File: src/rtl/fir_pkg.sv
// rtl/fir_pkg.sv - shared parameters, state enum and 32-tap lowpass table for the FIR blocks
package fir_pkg;
  localparam int NTAPS = 32;
  localparam int L     = 2;
  localparam int TPP   = NTAPS / L;
  localparam int DW    = 16;
  localparam int CW    = 11;
  localparam int AW    = 32;
  localparam int PRW   = DW + CW;
  localparam int IW    = $clog2(NTAPS);
  localparam int KW    = $clog2(TPP);
  localparam int PW    = (L > 1) ? $clog2(L) : 1;

  typedef enum logic [1:0] {IDLE, MAC, OUT} state_e;

  localparam logic signed [CW-1:0] H_HALF [TPP] = '{
    -11'sd17, -11'sd20, -11'sd26, -11'sd31, -11'sd29, -11'sd15, 11'sd20, 11'sd82,
    11'sd174, 11'sd294, 11'sd437, 11'sd591, 11'sd741, 11'sd873, 11'sd971, 11'sd1023
  };

  // Symmetric prototype: upper half mirrors the stored lower half.
  function automatic logic signed [CW-1:0] h_at(input logic [IW-1:0] idx);
    if (idx < IW'(TPP)) return H_HALF[idx[KW-1:0]];
    else return H_HALF[KW'(TPP - 1) - idx[KW-1:0]];
  endfunction
endpackage

File: src/rtl/fir_coef_rom.sv
// rtl/fir_coef_rom.sv - combinational coefficient lookup, index = phase + L*k
module fir_coef_rom
  import fir_pkg::*;
(
  input  logic [IW-1:0]        idx,
  output logic signed [CW-1:0] coef
);
  always_comb coef = h_at(idx);
endmodule

File: src/rtl/fir_interp2_polyphase.sv
// rtl/fir_interp2_polyphase.sv - 2x polyphase interpolating FIR, one shared MAC
module fir_interp2_polyphase
  import fir_pkg::*;
(
  input  logic                 clk,
  input  logic                 rst_n,
  input  logic signed [DW-1:0] in_data,
  input  logic                 in_valid,
  output logic                 in_ready,
  output logic signed [AW-1:0] out_data,
  output logic                 out_valid,
  input  logic                 out_ready
);
  state_e              state_q, state_d;
  logic signed [DW-1:0] dl_q [TPP];
  logic signed [DW-1:0] dl_d [TPP];
  logic signed [AW-1:0] acc_q, acc_d;
  logic signed [AW-1:0] out_data_q, out_data_d;
  logic                 out_valid_q, out_valid_d;
  logic [PW-1:0]        phase_q, phase_d;
  logic [KW-1:0]        k_q, k_d;
  logic                 live_q, live_d;

  logic signed [CW-1:0]  coef;
  logic signed [PRW-1:0] prod;
  logic signed [AW-1:0]  mac_sum;

  // L is a power of two, so phase + L*k is a plain concatenation.
  fir_coef_rom u_rom (
    .idx  ({k_q, phase_q}),
    .coef (coef)
  );

  always_comb begin
    prod    = dl_q[k_q] * coef;
    mac_sum = acc_q + {{(AW - PRW){prod[PRW-1]}}, prod};
  end

  // in_ready stays low through reset and rises on the first edge after release.
  assign in_ready  = live_q && (state_q == IDLE);
  assign out_data  = out_data_q;
  assign out_valid = out_valid_q;

  always_comb begin
    state_d     = state_q;
    dl_d        = dl_q;
    acc_d       = acc_q;
    out_data_d  = out_data_q;
    out_valid_d = out_valid_q;
    phase_d     = phase_q;
    k_d         = k_q;
    live_d      = 1'b1;
    case (state_q)
      IDLE: begin
        if (in_valid && in_ready) begin
          for (int i = 1; i < TPP; i++) dl_d[i] = dl_q[i-1];
          dl_d[0] = in_data;
          phase_d = '0;
          k_d     = '0;
          acc_d   = '0;
          state_d = MAC;
        end
      end
      MAC: begin
        acc_d = mac_sum;
        k_d   = k_q + KW'(1);
        if (k_q == KW'(TPP - 1)) begin
          out_data_d  = mac_sum;
          out_valid_d = 1'b1;
          state_d     = OUT;
        end
      end
      OUT: begin
        if (out_ready) begin
          out_valid_d = 1'b0;
          if (phase_q != PW'(L - 1)) begin
            phase_d = phase_q + PW'(1);
            k_d     = '0;
            acc_d   = '0;
            state_d = MAC;
          end else begin
            state_d = IDLE;
          end
        end
      end
      default: state_d = IDLE;
    endcase
  end

  always_ff @(posedge clk or negedge rst_n) begin
    if (!rst_n) begin
      state_q     <= IDLE;
      for (int i = 0; i < TPP; i++) dl_q[i] <= '0;
      acc_q       <= '0;
      out_data_q  <= '0;
      out_valid_q <= 1'b0;
      phase_q     <= '0;
      k_q         <= '0;
      live_q      <= 1'b0;
    end else begin
      state_q     <= state_d;
      dl_q        <= dl_d;
      acc_q       <= acc_d;
      out_data_q  <= out_data_d;
      out_valid_q <= out_valid_d;
      phase_q     <= phase_d;
      k_q         <= k_d;
      live_q      <= live_d;
    end
  end
endmodule

File: config.mk
export PLATFORM = sky130hd
export DESIGN_NAME = fir_interp2_polyphase
export DESIGN_NICKNAME = d
export VERILOG_FILES = /design/src/rtl/fir_pkg.sv /design/src/rtl/fir_coef_rom.sv /design/src/rtl/fir_interp2_polyphase.sv
export SDC_FILE = /design/constraint.sdc
export NUM_CORES = 1
export LEC_CHECK = 0
export CAP_MARGIN = 20
export CORE_AREA = 3 3 198 200
export DETAILED_ROUTE_END_ITERATION = 8
export DIE_AREA = 0 0 201 203
export GPL_ROUTABILITY_DRIVEN = 0
export HOLD_SLACK_MARGIN = 0.08
export PLACE_DENSITY = 0.78
export SLEW_MARGIN = 20
export SYNTH_ARGS = -nofsm -noshare
export SYNTH_HDL_FRONTEND = slang
export SYNTH_HIERARCHICAL = 1
export SYNTH_SLANG_ARGS = --single-unit
File: constraint.sdc
create_clock -name clk -period 10.35 [get_ports clk]
set_input_delay 2.07 -clock clk [delete_from_list [all_inputs] [get_ports clk]]
set_output_delay 2.07 -clock clk [all_outputs]
set_load 0.01 [all_outputs]
==> impl_metrics.ini <==
[clock_network]
cts_made_buffers = 36
clk_latency_ps = 550
cts.path.max_buffers = 3
cts-root-buf = clkbuf_16
htreeDepth = 2
cts_resized = 0
hold_buffers = 0
cts_sinks = 329
post_cts_buffers = 0
cts_tree = built
clk_pin_slew_ps = 60

[timing]
finClkSkew_ps = 18.57
max_slew_margin_pct = 23.96
fin_crit_ps = 9466
grt_setup_unrepaired = no
final_hold_viol_count = 0
finalCritPeriodShare_pct = 91.46
max_freq_ghz = 0.1056
fin_tns_setup_ps = 0
worst_pin_slew_ps = 1141
setup_viol = 0
maxSlewViolCount = 0

[place]
dp.cells = 2937
place_area_mm2 = 0.02360
hpwl_um = 34680
numPortBuffers = 53

[worst_setup_path]
critPathMaxFanout = 79
crit_slowest_cell = dfrtp_4
cp.arrival_ps = 9890
critical_path.startpoint = k_q[1]$_DFFE_PN0P_
crit_top_cell = fa_1
start_kind = flip-flop
critPathKind = flip-flop to flip-flop
r2r_slack_ps = 880
critPathCapture = out_data[31]$_DFFE_PN0P_
worstReg2RegEnd = out_data[31]$_DFFE_PN0P_
critPathMaxStageDelay_ps = 1130
worst_r2r_path_depth = 32
required_ps = 10780
end_kind = flip-flop
r2r-start = k_q[1]$_DFFE_PN0P_

[detailed_routing]
wl_per_cell_um = 16.47
ant_nets = 0
routed_wl_um = 49440
drtIter0Drc = 1199
vias = 16820
drcViolationCount = 0
drt-vias-per-instance = 5.602
drt_pass1_iterations = 7

[hold_path]
hp-class = flip-flop to flip-flop
min_path_cells = 2

[synthesis]
ys.flop_type = dfrtp_1
synthArstFlopShare_pct = 100.0
yosysUniqueCellTypes = 71
syn_avg_cell_area_um2 = 9.165
yosysWarnings = 6
synthesis.instances = 2482
synth_area_mm2 = 0.02275
syn_nets = 2764
ys_seq_area_share_pct = 36.19
synth_edf_count = 0
ys_seq_elements = 329

[finish]
stdcell_count = 3002
final_area_mm2 = 0.02477
final_cell_mix = nand2_1, dfrtp_1, inv_1
area_delta_synth_final_pct = 8.894
final_common_cell = nand2_1
drive_gt1_share_pct = 7.189
finalNetCount = 2747

[die]
start_util_pct = 60.54
pin_count = 54
core_mm2 = 0.03758
rows = 71
fp.dieArea_mm2 = 0.04080
die_height_um = 203
die_w_um = 201

[global_routing]
grt_pass1_wl_um = 84580
top_usage_layer = met2
grt_overflow = 0
grt_antenna_before_repair = 0
use_met3_pct = 4.345
grt_max_degree = 175
track_usage_pct = 25.07
grt_use_met2_pct = 42.42
met1_usage_pct = 32.61
grt_pass1_vias = 17450

[outcome]
status = completed

[flow_run]
drv_cap = 0
-- per-stage QoR --
step	worst slack, ps	utilization (%)	hold slack, ps
floorplan	1703	-	440.6
global placement	1156	62.80	453.4
detailed placement	935.4	62.80	460.9
CTS	890.9	65.84	471.3
global route	236.4	65.91	498.9
finish	884.4	65.92	470.5
-- sequential cells by signal (all words and copies together), names as in the netlist --
register and count:
dl_q 256, acc_q 32, out_data 32, k_q 4
state_q 2, live_q 1, out_valid 1, phase_q 1
-- logic make-up (layout without fill, tap and decap cells) --
kind of cell               count (synthesis)  count (layout)  share of synthesized area, %
and+or+nand+nor                         1170            1170                         20.90
xor gates and xnor gates                  50              50                         1.991
AOI/OAI and AO/OA                        245             245                         7.095
adders and majority gates                262             262                         19.79
muxes                                     84              84                         8.179
DFF                                      329             329                         36.19
buffers and inverters                    341             349                         5.841
other                                      1               2                       0.01648
-- worst max-delay path: cells and delay by family (launching register included) --
family,cells,cell delay [ps]
simple gates,5,880
xor+xnor,2,400
buf+inv,5,830
compound gates,12,2620
fa+ha+maj,7,3200
mux,1,260
flops,1,1130
-- cell usage after synthesis, types with 12 or more instances --
cell / number / area [µm²]
nor3_1: 12 / 60.06
xnor2_1: 34 / 297.8
fa_1: 163 / 3263
ha_1: 99 / 1239
inv_1: 208 / 780.8
a21o_1: 17 / 127.6
nor2_1: 49 / 183.9
dfrtp_1: 329 / 8233
o22ai_1: 18 / 112.6
o21ai_0: 55 / 275.3
xor2_1: 15 / 131.4
o21bai_1: 14 / 105.1
clkbuf_1: 101 / 379.1
o21a_1: 15 / 112.6
mux4_2: 81 / 1824
nand2_1: 972 / 3649
and2_1: 77 / 481.7
buf_2: 21 / 105.1
a21oi_1: 53 / 265.3
nand2b_1: 17 / 106.4
-- worst min path at each step --
stage,startpoint,end
6_report,out_data[15]$_DFFE_PN0P_,out_data[15]$_DFFE_PN0P_
5_1_grt,dl_q[3]$_DFFE_PN0P_,dl_q[3]$_DFFE_PN0P_
4_1_cts,dl_q[52]$_DFFE_PN0P_,dl_q[36]$_DFFE_PN0P_
3_5_place_dp,dl_q[14]$_DFFE_PN0P_,dl_q[14]$_DFFE_PN0P_
3_3_place_gp,dl_q[3]$_DFFE_PN0P_,dl_q[3]$_DFFE_PN0P_
2_1_floorplan,dl_q[0]$_DFFE_PN0P_,dl_q[0]$_DFFE_PN0P_
-- metal layers --
layer / share of wire [%] / vias up
li1: - / 7900
met1: 42 / 8317
met2: 49 / 484
met3: 5.5 / 117
met4: 3.5 / 0
met5: 0 / -
-- cell type report --
cell class / instances / area (µm²)
Clock inverter: 9 / 113.9
Inverter: 209 / 784.5
Multi-Input combinational cell: 1812 / 13200
Sequential cell: 329 / 8242
Timing Repair Buffer: 77 / 760.7
Antenna cell: 1 / 2.502
Tap cell: 511 / 639.4
Fill cell: 2944 / 12810
Clock buffer: 54 / 1028
Power is not shown: default switching activity piles up to over one toggle a cycle in this logic, so the estimate is an artifact.
